$ cat config.mk
export PLATFORM = sky130hd
export DESIGN_NAME = clk_div_counter_flat
export DESIGN_NICKNAME = d
export VERILOG_FILES = /design/src/rtl/clk_div_pkg.sv /design/src/rtl/clk_div_counter_if.sv /design/src/rtl/clk_divider.sv /design/src/rtl/clk_div_counter.sv /design/src/flat_wrapper.sv
export SDC_FILE = /design/constraint.sdc
export NUM_CORES = 1
export LEC_CHECK = 0
export ABC_AREA = 0
export CORE_MARGIN = 3
export CORE_UTILIZATION = 55
export CTS_CLUSTER_DIAMETER = 30
export DETAILED_ROUTE_END_ITERATION = 12
export DONT_BUFFER_PORTS = 1
export PLACE_DENSITY = 0.73
export SYNTH_ARGS = -nofsm -noshare
export SYNTH_HDL_FRONTEND = slang
export SYNTH_HIERARCHICAL = 1
export SYNTH_SLANG_ARGS = --single-unit
$ cat constraint.sdc
create_clock -name clk_50MHz -period 2.1 [get_ports clk_50MHz]
set_input_delay 0.63 -clock clk_50MHz [delete_from_list [all_inputs] [get_ports clk_50MHz]]
set_output_delay 0.63 -clock clk_50MHz [all_outputs]
set_load 0.02 [all_outputs]
$ cat src/rtl/clk_div_pkg.sv
// Shared constants for the clock-divider demo: board/output rates and the
// derived divide ratio, plus the prescaler width helper.
package clk_div_pkg;

  localparam int unsigned CLK_IN_HZ_DEF  = 32'd50_000_000;
  localparam int unsigned CLK_OUT_HZ_DEF = 32'd1;
  localparam int unsigned DIV_DEF        = CLK_IN_HZ_DEF / CLK_OUT_HZ_DEF;
  localparam int unsigned HALF_DIV       = DIV_DEF / 32'd2;
  localparam int unsigned COUNT_W_DEF    = 32'd3;

  // A half-period of one cycle still needs a 1-bit prescaler register.
  function automatic int unsigned presc_width(input int unsigned div);
    int unsigned half;
    half = div / 32'd2;
    if (half > 32'd1) begin
      return $clog2(half);
    end else begin
      return 32'd1;
    end
  endfunction

endpackage

$ cat src/rtl/clk_div_counter_if.sv
// Enable/status bundle of the clock-divider demo; the block uses the slave view.
interface clk_div_counter_if
  import clk_div_pkg::*;
#(
  parameter int unsigned COUNT_W = COUNT_W_DEF
);

  logic               enable_counter;
  logic               clk_1Hz;
  logic [COUNT_W-1:0] out_counter;

  modport master (output enable_counter, input clk_1Hz, input out_counter);
  modport slave  (input enable_counter, output clk_1Hz, output out_counter);

endinterface

$ cat src/rtl/clk_divider.sv
// Prescaler producing a 50% duty square wave of period DIV cycles and a
// one-cycle tick qualifying the edge on which that square wave rises.
module clk_divider
  import clk_div_pkg::*;
#(
  parameter int unsigned DIV = DIV_DEF
) (
  input  logic clk_50MHz,
  input  logic reset_clk,
  output logic clk_1Hz,
  output logic tick
);

  localparam int unsigned HALF = DIV / 32'd2;
  localparam int unsigned PW   = presc_width(DIV);
  localparam logic [PW-1:0] LAST = PW'(HALF - 32'd1);

  logic [PW-1:0] presc_r;
  logic          clk_r;
  logic          wrap_s;

  assign wrap_s = (presc_r == LAST);

  // Half-period prescaler; the square wave flips each time it wraps.
  always_ff @(posedge clk_50MHz or negedge reset_clk) begin
    if (!reset_clk) begin
      presc_r <= '0;
      clk_r   <= 1'b0;
    end else if (wrap_s) begin
      presc_r <= '0;
      clk_r   <= ~clk_r;
    end else begin
      presc_r <= presc_r + PW'(1);
      clk_r   <= clk_r;
    end
  end

  // Tick is decoded from registered state so the counter updates on the
  // same edge where clk_1Hz rises; gating with reset keeps it quiet in reset.
  assign tick    = reset_clk & wrap_s & ~clk_r;
  assign clk_1Hz = clk_r;

endmodule

$ cat src/rtl/clk_div_counter.sv
// Top of the clock-divider demo: divider plus a tick-enabled wrapping counter,
// all in the single clk_50MHz domain.
module clk_div_counter
  import clk_div_pkg::*;
#(
  parameter int unsigned CLK_IN_HZ  = CLK_IN_HZ_DEF,
  parameter int unsigned CLK_OUT_HZ = CLK_OUT_HZ_DEF,
  parameter int unsigned DIV        = CLK_IN_HZ / CLK_OUT_HZ,
  parameter int unsigned COUNT_W    = COUNT_W_DEF
) (
  input  logic              clk_50MHz,
  input  logic              reset_clk,
  input  logic              reset_counter,
  clk_div_counter_if.slave  bus
);

  logic               tick_s;
  logic               clk_1hz_s;
  logic [COUNT_W-1:0] count_r;

  clk_divider #(
    .DIV (DIV)
  ) u_divider (
    .clk_50MHz (clk_50MHz),
    .reset_clk (reset_clk),
    .clk_1Hz   (clk_1hz_s),
    .tick      (tick_s)
  );

  // Enable is only looked at on tick edges; the count wraps silently.
  always_ff @(posedge clk_50MHz or negedge reset_counter) begin
    if (!reset_counter) begin
      count_r <= '0;
    end else if (tick_s && bus.enable_counter) begin
      count_r <= count_r + COUNT_W'(1);
    end else begin
      count_r <= count_r;
    end
  end

  assign bus.clk_1Hz     = clk_1hz_s;
  assign bus.out_counter = count_r;

endmodule

$ cat src/flat_wrapper.sv
// flat-port wrapper written by rule: the top's interface ports become plain ports
module clk_div_counter_flat import clk_div_pkg::*;
#(
  parameter int unsigned CLK_IN_HZ  = CLK_IN_HZ_DEF,
  parameter int unsigned CLK_OUT_HZ = CLK_OUT_HZ_DEF,
  parameter int unsigned DIV        = CLK_IN_HZ / CLK_OUT_HZ,
  parameter int unsigned COUNT_W    = COUNT_W_DEF
)
  (clk_50MHz, reset_clk, reset_counter, bus_enable_counter, bus_clk_1Hz, bus_out_counter);
  clk_div_counter_if #(.COUNT_W(COUNT_W)) bus_i ();
  input  logic clk_50MHz;
  input  logic reset_clk;
  input  logic reset_counter;
  input wire logic [$bits(bus_i.enable_counter)-1:0] bus_enable_counter;
  output wire logic [$bits(bus_i.clk_1Hz)-1:0] bus_clk_1Hz;
  output wire logic [$bits(bus_i.out_counter)-1:0] bus_out_counter;
  assign bus_i.enable_counter = bus_enable_counter;
  assign bus_clk_1Hz = bus_i.clk_1Hz;
  assign bus_out_counter = bus_i.out_counter;
  clk_div_counter #(.CLK_IN_HZ(CLK_IN_HZ), .CLK_OUT_HZ(CLK_OUT_HZ), .DIV(DIV), .COUNT_W(COUNT_W)) u_core (.clk_50MHz(clk_50MHz), .reset_clk(reset_clk), .reset_counter(reset_counter), .bus(bus_i));
endmodule
==> flow_summary.json, run 1 <==
{
  "violations": "setup timing",
  "vias_per_cell": 6.22,
  "worst_ep_required_time_ns": 2.31,
  "avgSynthCellArea_um2": 10.6,
  "critPathSlowestCell": "or4b_1",
  "max-vdd-ir-drop_mv": 0.423,
  "crit_family": "simple AND/OR/NAND/NOR gates",
  "dpl_cell_area_um2": 1590,
  "synth_area_um2": 1480,
  "hp-class": "in2async",
  "antenna_left": 0,
  "grt_use_total_pct": 21.9,
  "grt_pass1_wl_um": 5440,
  "maxSlewHeadroom_pct": 65.3,
  "cap_viol_max_count": 0,
  "clock-sinks": 29,
  "outcome": "complete, but fails checks",
  "final_cells": 186,
  "wire_per_inst_um": 16.4,
  "setup_viol": 1,
  "synth_top_flop_cell": "dfrtp_1",
  "seq_area_frac_synth_pct": 49.0,
  "slowest_delay_ns": 0.51,
  "start_util_pct": 58.7,
  "drt_wl_total_um": 3040,
  "power_leakage_uw": 0.000723,
  "route.vias.total": 1157,
  "rows": 18,
  "path_class": "reg2reg",
  "insertion_delay_ns": 0.33,
  "ys_types": 35,
  "first_pass_iters": 4,
  "synth_cells": 140,
  "syn2layout_area_growth_pct": 13.9,
  "grt_max_degree": 27,
  "die_w_um": 57.9,
  "path_cells": "or4b_1 -> or4_4 -> nor4_4 -> nand2_2 -> mux2_4",
  "dieHeight_um": 57.9,
  "skew_ns": 0.00827,
  "fmax_mhz": 475,
  "arrival_ns": 2.32,
  "cts-root-buf": "clkbuf_4",
  "path_max_fanout": 2,
  "rrSetupSlack_ns": -0.005,
  "die_area_um2": 3350,
  "worst_slew_pin_slew_ns": 0.516,
  "syn_nets": 146,
  "synth-seq-cells": 29,
  "grt_overflow_total": 0,
  "drive_gt1_share_pct": 16.7,
  "drc": 0,
  "powerDensity_nw_per_um2": 543,
  "core_um2": 2520,
  "place_inst": 177,
  "cp-start-kind": "flip-flop",
  "rsz0062_at_grt": "yes",
  "synth-warning-count": 6,
  "synth-edff-count": 0,
  "nNetsFinal": 162,
  "drt_iter0_drc": 39,
  "clk_path_buf_depth": 2,
  "final_area_um2": 1690,
  "setup_tns_ns": -0.00489,
  "period_share_pct": 100,
  "crit_path_end_kind": "flip-flop",
  "post-route-min-period_ns": 2.10,
  "path_clk_slew_ns": 0.09,
  "synth-async-reset-ratio_pct": 100,
  "portBuffers": 0,
  "antenna_cells": 0,
  "hpwl_um": 2230,
  "post-place-ws_ns": 0.0215,
  "setup_ws_ns": -0.00489,
  "gp_congestion": 0.914,
  "final_max_slew_viol_count": 0,
  "pin_count": 8,
  "path_buf_inv": 0,
  "hold_viol": 0,
  "antenna_found_initial": 0,
  "cts_tree": "yes",
  "cts_inserted_buffers": 5,
  "grt_pass1_vias": 1151,
  "n_fill_cell": 205,
  "htreeDepth": 2
}
## registers in the layout (all words and copies together), names as in the netlist
signal and flops:
u_core/u_divider/presc_r 25, u_core/bus.out_counter 3, u_core/u_divider/clk_1Hz 1
## cell families (layout without fill, tap and decap cells)
| logic type | Yosys count | count (layout) | share of synthesized area, % |
|---|---|---|---|
| flip-flops | 29 | 29 | 49.0 |
| multiplexers | 1 | 1 | 1.01 |
| AO/OA/AOI/OAI | 15 | 15 | 6.42 |
| XOR/XNOR | 18 | 18 | 10.7 |
| adder cells (fa/ha/maj) | 2 | 2 | 1.69 |
| AND/OR/NAND/NOR | 70 | 70 | 29.4 |
| buffers and inverters | 5 | 21 | 1.77 |
## worst paths after layout
path,from,end,depth (start not counted)
worst max-delay path,u_core/u_divider/presc_r[8],u_core/bus.out_counter[1],5
worst min-delay path,reset_clk,u_core/u_divider/presc_r[23],1
worst max register to register,u_core/u_divider/presc_r[8],u_core/bus.out_counter[1],5
worst min register to register,u_core/u_divider/presc_r[0],u_core/u_divider/presc_r[0],1
max in group asynchronous,reset_counter,u_core/bus.out_counter[1],1
min in group clk_50MHz,bus_enable_counter,u_core/bus.out_counter[2],2
## power by group
group	internal [uW]	switching [uW]
clock	158	178
combinational	6.60	11.7
sequential	559	2.55
total	723	192
## layout by cell type (no fill, tap or decap), types with 2 or more instances in the layout
cell type  Yosys  final
a21oi_1        6      6
and3_1         3      3
and4_1         2      2
buf_12         0      2
buf_4          0      6
clkbuf_4       0      5
dfrtp_1       29     29
inv_1          4      4
nand2_1       11     11
nand3_1       11     11
nand4_1        8      8
nor2_1         8      8
nor3_1         2      2
nor4_1         7      6
o21ai_0        2      2
o31ai_1        5      5
or4_1          3      3
or4_4          2      2
xnor2_1       13     13
xor2_1         5      5
## layout make-up
cell class / count / area, um2 / share of cell area [%]
Sequential cell: 29 / 726 / 43.1
Multi-Input combinational cell: 106 / 746 / 44.2
Clock buffer: 7 / 55.1 / 3.27
Tap cell: 30 / 37.5 / 2.23
Inverter: 4 / 15.0 / 0.891
Timing Repair Buffer: 10 / 106 / 6.31
## worst register-to-register path, cell delays in order, from the launching register on
cell and delay, ns:
dfrtp_1 0.39, or4b_1 0.52, or4_4 0.47, nor4_4 0.19, nand2_2 0.11, mux2_4 0.31
## cell usage after synthesis (2+ instances only)
| cell | instances | area, um2 |
|---|---|---|
| inv_1 | 4 | 15.0 |
| o21ai_0 | 2 | 10.0 |
| and4_1 | 2 | 17.5 |
| ha_1 | 2 | 25.0 |
| nand3_1 | 11 | 55.1 |
| xnor2_1 | 13 | 114 |
| xor2_1 | 5 | 43.8 |
| a21oi_1 | 6 | 30.0 |
| nor3_1 | 2 | 10.0 |
| o31ai_1 | 5 | 37.5 |
| nand2_1 | 11 | 41.3 |
| or4_1 | 3 | 22.5 |
| dfrtp_1 | 29 | 726 |
| nor2_1 | 8 | 30.0 |
| nand4_1 | 8 | 50.1 |
| nor4_1 | 7 | 43.8 |
| or4_4 | 2 | 22.5 |
| and3_1 | 3 | 18.8 |
## through the flow
stage | power (uW) | utilization [%] | hold slack (ns)
detailed placement | 575 | 63.2 | 0.334
floorplan | 575 | - | 0.334
global placement | 575 | 63.2 | 0.334
CTS | 929 | 66.6 | 0.0978
finish | 915 | 66.8 | 0.105
global route | 958 | 66.8 | 0.0813
## timing repair
item / in CTS / in global routing
buffers inserted: 0 / 0
hold buffers: 2 / 0
hold endpoints to repair: 29 / 0
resized for setup: 0 / 2
endpoints found under the setup margin: 0 / 3
## metal layers
metal | track usage [%] | vias to the layer above | wire length [um]
li1 | - | 554 | -
met1 | 28.4 | 570 | 1390
met2 | 32.3 | 28 | 1410
met3 | 8.69 | 5 | 195
met4 | 9.93 | 0 | 43
met5 | 0 | - | 0
(Power assumes the default switching activity.)
==> run 2, diff against run 1 <==
--- a/config.mk
+++ b/config.mk
@@ -5,13 +5,12 @@
 export SDC_FILE = /design/constraint.sdc
 export NUM_CORES = 1
 export LEC_CHECK = 0
-export ABC_AREA = 0
 export CORE_MARGIN = 3
 export CORE_UTILIZATION = 55
 export CTS_CLUSTER_DIAMETER = 30
 export DETAILED_ROUTE_END_ITERATION = 12
 export DONT_BUFFER_PORTS = 1
-export PLACE_DENSITY = 0.73
+export PLACE_DENSITY = 0.81
 export SYNTH_ARGS = -nofsm -noshare
 export SYNTH_HDL_FRONTEND = slang
 export SYNTH_HIERARCHICAL = 1
==> run 2 against run 1 <==
The flow now finishes without violations. Fmax rose by 1.6%. Combinational power barely moved. Final area fell by 0.52%. Clock power rose by 15%. First-iteration DRC count rose by 77%. Clock skew rose by 0.0017 ns. Die area did not move. Clock-buffer cell count did not move. Wire length rose by 3.4%. Global-route usage fell by 0.54 points. Core utilization fell by 0.35 points. Critical path depth did not move.
==> flow_summary.json, run 2 (synthesized netlist as in run 1, its figures left out) <==
{
  "switching_power_uw": 208,
  "period_share_pct": 98.6,
  "syn2layout_area_growth_pct": 13.3,
  "clock-sinks": 29,
  "cts-root-buf": "clkbuf_4",
  "antenna_cells": 0,
  "hp-class": "in2async",
  "intPower_uw": 759,
  "gp_congestion": 0.830,
  "fmax_mhz": 483,
  "grt_pass1_wl_um": 5260,
  "antenna_left": 0,
  "powerDensity_nw_per_um2": 577,
  "rows": 18,
  "setup_viol": 0,
  "worst_ep_required_time_ns": 2.33,
  "clkPwrFrac_pct": 40.1,
  "worst_slew_pin_slew_ns": 0.481,
  "maxSlewHeadroom_pct": 67.6,
  "cts_tree": "yes",
  "cp-start-kind": "flip-flop",
  "hpwl_um": 2300,
  "hold_viol": 0,
  "cts_inserted_buffers": 5,
  "place_inst": 176,
  "drt_iter0_drc": 69,
  "drc": 0,
  "dieHeight_um": 57.9,
  "rsz0062_at_grt": "yes",
  "path_clk_slew_ns": 0.09,
  "grt_max_degree": 27,
  "start_util_pct": 58.7,
  "path_class": "reg2reg",
  "comb_power_share_pct": 1.9,
  "grt_use_total_pct": 21.3,
  "grt_pass1_vias": 1172,
  "first_pass_iters": 6,
  "die_area_um2": 3350,
  "layout_commonest_cell": "dfrtp_1",
  "pin_count": 8,
  "skew_ns": 0.00997,
  "crit_path_end_kind": "flip-flop",
  "final_cells": 186,
  "cap_viol_max_count": 0,
  "final_max_slew_viol_count": 0,
  "clk_path_buf_depth": 2,
  "nNetsFinal": 161,
  "portBuffers": 0,
  "drt_wl_total_um": 3150,
  "core_um2": 2520,
  "arrival_ns": 2.30,
  "final_cell_mix": "dfrtp_1 (29), xnor2_1 (13), nand3_1 (11), nand2_1 (11)",
  "die_w_um": 57.9,
  "p_seq_share_pct": 58.0,
  "final_area_um2": 1680,
  "post-route-min-period_ns": 2.07,
  "power_leakage_uw": 0.000726,
  "outcome": "complete, no violations",
  "max-vdd-ir-drop_mv": 0.495,
  "post_cts_buffers": 0,
  "htreeDepth": 2,
  "drive_gt1_share_pct": 17.3,
  "antenna_found_initial": 0,
  "largest_reg_flops": 25,
  "switching_share_pct": 21.5,
  "insertion_delay_ns": 0.33,
  "wire_per_inst_um": 16.9,
  "path_max_fanout": 2,
  "route.vias.total": 1205,
  "regMostFlops": "u_core/u_divider/presc_r",
  "vias_per_cell": 6.48,
  "setup_tns_ns": 0,
  "dpl_cell_area_um2": 1570,
  "grt_overflow_total": 0
}
-- run 2: stage by stage --
| stage | utilization [%] | hold slack [ns] | worst slack [ns] | total power (uW) |
|---|---|---|---|---|
| final | 66.5 | 0.0944 | 0.0290 | 967 |
| after global routing | 66.5 | 0.0907 | -0.0590 | 1010 |
| after CTS | 66.4 | 0.0961 | 0.0234 | 976 |
| after detailed placement | 62.4 | 0.334 | 0.0414 | 575 |
| after global placement | 62.4 | 0.334 | 0.0727 | 575 |
| after floorplan | - | 0.334 | 0.0459 | 575 |
-- run 2: path summary, 6_finish.rpt --
check | start | to | slack (ns) | cells after the start
setup / recovery | u_core/u_divider/presc_r[8] | u_core/bus.out_counter[1] | 0.03 | 5
hold / removal | reset_clk | u_core/u_divider/presc_r[9] | 0.09 | 1
setup reg to reg | u_core/u_divider/presc_r[8] | u_core/bus.out_counter[1] | 0.03 | 5
hold reg to reg | u_core/u_divider/presc_r[0] | u_core/u_divider/presc_r[0] | 0.51 | 1
max in group asynchronous | reset_counter | u_core/bus.out_counter[2] | 1.42 | 1
min in group clk_50MHz | bus_enable_counter | u_core/bus.out_counter[2] | 0.46 | 2
-- run 2: final cells by class --
cell class                 count  area, um2
timing repair buffer           9       82.6
fill                         197        846
multi-input combinational    106        746
sequential                    29        726
clock inverter                 1       5.00
inverter                       4       15.0
tap                           30       37.5
clock buffer                   7       65.1
-- run 2: power groups by stage --
stage | combinational, uW | clock, uW | sequential (uW)
after floorplan | 2.39 | 0 | 572
after global placement | 2.55 | 0 | 573
after detailed placement | 2.67 | 0 | 573
after CTS | 18.9 | 395 | 561
after global routing | 20.6 | 426 | 561
final | 18.0 | 388 | 561
-- run 2: routing by layer --
layer	GRT usage [%]	vias up	routed length, um
met5	0	-	0
met4	11.9	0	89
met3	4.90	10	172
met2	35.6	47	1530
met1	25.3	593	1360
li1	-	555	-
-- run 2: critical path, cell delays in order, from the launching register on --
cell	delay (ns)
dfrtp_1	0.38
or4b_1	0.51
or4_4	0.47
nor4_4	0.19
nand2_2	0.11
mux2_4	0.30
-- run 2: timing repair --
| action | CTS | global route |
|---|---|---|
| setup endpoints to repair | 0 | 12 |
| resized for setup | 0 | 1 |
| hold buffers | 2 | 0 |
| hold endpoints to repair | 29 | 0 |
==> run 3, diff against run 2 <==
--- a/config.mk
+++ b/config.mk
@@ -5,6 +5,7 @@
 export SDC_FILE = /design/constraint.sdc
 export NUM_CORES = 1
 export LEC_CHECK = 0
+export CORE_ASPECT_RATIO = 1.4
 export CORE_MARGIN = 3
 export CORE_UTILIZATION = 55
 export CTS_CLUSTER_DIAMETER = 30
==> run 3 against run 2 <==
The run now ends with setup timing left. Via count is 0.58% lower. Fmax is 3.0% lower. Non-clock buffer count is 2 higher. Final cell count is 3.2% higher. Clock-buffer cell count is 1 lower. Worst hold slack better by 0.0089 ns. Wire length is 7.9% higher. Flip-flop and latch count stayed put. Sequential share of layout area hardly changed. Largest cell class unchanged. Highest routed layer unchanged.
==> flow_summary.json, run 3 (synthesized netlist as in run 1, its figures left out) <==
{
  "core_um2": 2470,
  "final_cells": 192,
  "crit_path_end_kind": "flip-flop",
  "path_buf_inv": 0,
  "drt_wl_total_um": 3400,
  "fmax_mhz": 468,
  "outcome": "complete, but fails checks",
  "period_share_pct": 102,
  "post-route-min-period_ns": 2.13,
  "arrival_ns": 2.35,
  "multi_input_area_um2": 746,
  "cts_inserted_buffers": 5,
  "largest_reg_flops": 25,
  "setup_viol": 1,
  "cp-start-kind": "flip-flop",
  "violations": "setup timing",
  "place_inst": 180,
  "path_cells": "or4b_1 -> or4_4 -> nor4_4 -> nand2_2 -> mux2_4",
  "clk_path_buf_depth": 2,
  "die_area_um2": 3360,
  "drc": 0,
  "hold_ws_ns": 0.103,
  "route.vias.total": 1198,
  "maxSlewHeadroom_pct": 61.3,
  "grt_pass1_wl_um": 5720,
  "insertion_delay_ns": 0.33,
  "die_w_um": 49.8,
  "syn2layout_area_growth_pct": 13.4,
  "final_max_slew_viol_count": 0,
  "grt_max_degree": 27,
  "rows": 21,
  "cts_tree": "yes",
  "path_max_fanout": 2,
  "slowest_delay_ns": 0.52,
  "wire_per_inst_um": 17.7,
  "power_leakage_uw": 0.000725,
  "crit_family": "simple AND/OR/NAND/NOR gates",
  "final_cell_mix": "dfrtp_1 (29), xnor2_1 (13), nand3_1 (11), nand2_1 (11), buf_4 (9)",
  "antenna_cells": 0,
  "regMostFlops": "u_core/u_divider/presc_r",
  "portBuffers": 0,
  "grt_pass1_vias": 1258,
  "grt_overflow_total": 0,
  "setup_ws_ns": -0.0346,
  "skew_ns": 0.00378,
  "hold_viol": 0,
  "layout_commonest_cell": "dfrtp_1",
  "start_util_pct": 59.9,
  "powerDensity_nw_per_um2": 536,
  "vias_per_cell": 6.24,
  "worst_ep_required_time_ns": 2.32,
  "max-vdd-ir-drop_mv": 0.359,
  "clock-sinks": 29,
  "fin_total_pwr_uw": 900,
  "path_class": "reg2reg",
  "cts-root-buf": "clkbuf_4",
  "cap_viol_max_count": 0,
  "rsz0062_at_grt": "yes",
  "n_fill_cell": 199,
  "drt_iter0_drc": 43,
  "seqCellArea_um2": 726,
  "hp-class": "in2async",
  "antenna_found_initial": 0,
  "antenna_left": 0,
  "pin_count": 8,
  "nNetsFinal": 163,
  "drive_gt1_share_pct": 17.7,
  "worst_slew_pin_slew_ns": 0.575,
  "dieHeight_um": 67.4,
  "first_pass_iters": 4,
  "grt_use_total_pct": 23.7,
  "htreeDepth": 2,
  "path_clk_slew_ns": 0.09,
  "critPathSlowestCell": "or4b_1",
  "gp_congestion": 0.844,
  "hpwl_um": 2310
}
[run 3: what timing repair did]
item,CTS,global route
gates cloned,0,0
setup buffers,0,2
endpoints found under the setup margin,1,3
resized for setup,0,1
endpoints found under the hold margin,29,0
hold buffers,2,0
[run 3: report_power, final]
part           total [uW]  internal, uW  switching, uW  leakage (uW)
clock network         320           127            193     0.0000320
registers             561           559           2.45      0.000390
logic                18.5          6.59           12.0      0.000303
[run 3: worst reg2reg max path: cells and delay by family (launching register included)]
kind | cells | cell delay (ns)
muxes | 1 | 0.31
and+or+nand+nor | 4 | 1.32
DFF | 1 | 0.39
[run 3: worst paths after layout]
check                                        startpoint                      endpoint  slack [ns]  cells past startpoint
setup / recovery            u_core/u_divider/presc_r[8]     u_core/bus.out_counter[1]       -0.03                      5
hold / removal                                reset_clk  u_core/u_divider/presc_r[20]        0.10                      1
setup reg to reg            u_core/u_divider/presc_r[8]     u_core/bus.out_counter[1]       -0.03                      5
hold reg to reg            u_core/u_divider/presc_r[23]  u_core/u_divider/presc_r[23]        0.52                      1
max in group asynchronous                 reset_counter     u_core/bus.out_counter[2]        1.42                      1
min in group clk_50MHz               bus_enable_counter     u_core/bus.out_counter[0]        0.47                      2
[run 3: stage by stage]
stage	setup TNS [ns]	utilization (%)	cell area, um2	worst slack [ns]
after floorplan	0	-	1500	0.0459
after global placement	0	63.9	1580	0.0821
after detailed placement	0	63.9	1580	0.0103
after CTS	-0.00525	67.2	1660	-0.00525
after global routing	-0.105	67.9	1680	-0.0872
final	-0.0346	67.9	1680	-0.0346
[run 3: layer usage]
| metal | GRT usage (%) | vias to the layer above | wire length (um) |
|---|---|---|---|
| li1 | - | 556 | - |
| met1 | 23.4 | 608 | 1320 |
| met2 | 42.4 | 25 | 1850 |
| met3 | 7.28 | 9 | 139 |
| met4 | 15.9 | 0 | 88 |
| met5 | 0 | - | 0 |
[run 3: final cells by class]
class / instances / area share [%]
clock buffers: 6 / 2.46
inverters: 4 / 0.895
well taps: 34 / 2.54
clock inverters: 2 / 0.597
repair buffers: 11 / 5.82
multi-input cells: 106 / 44.4
flip-flops and latches: 29 / 43.3
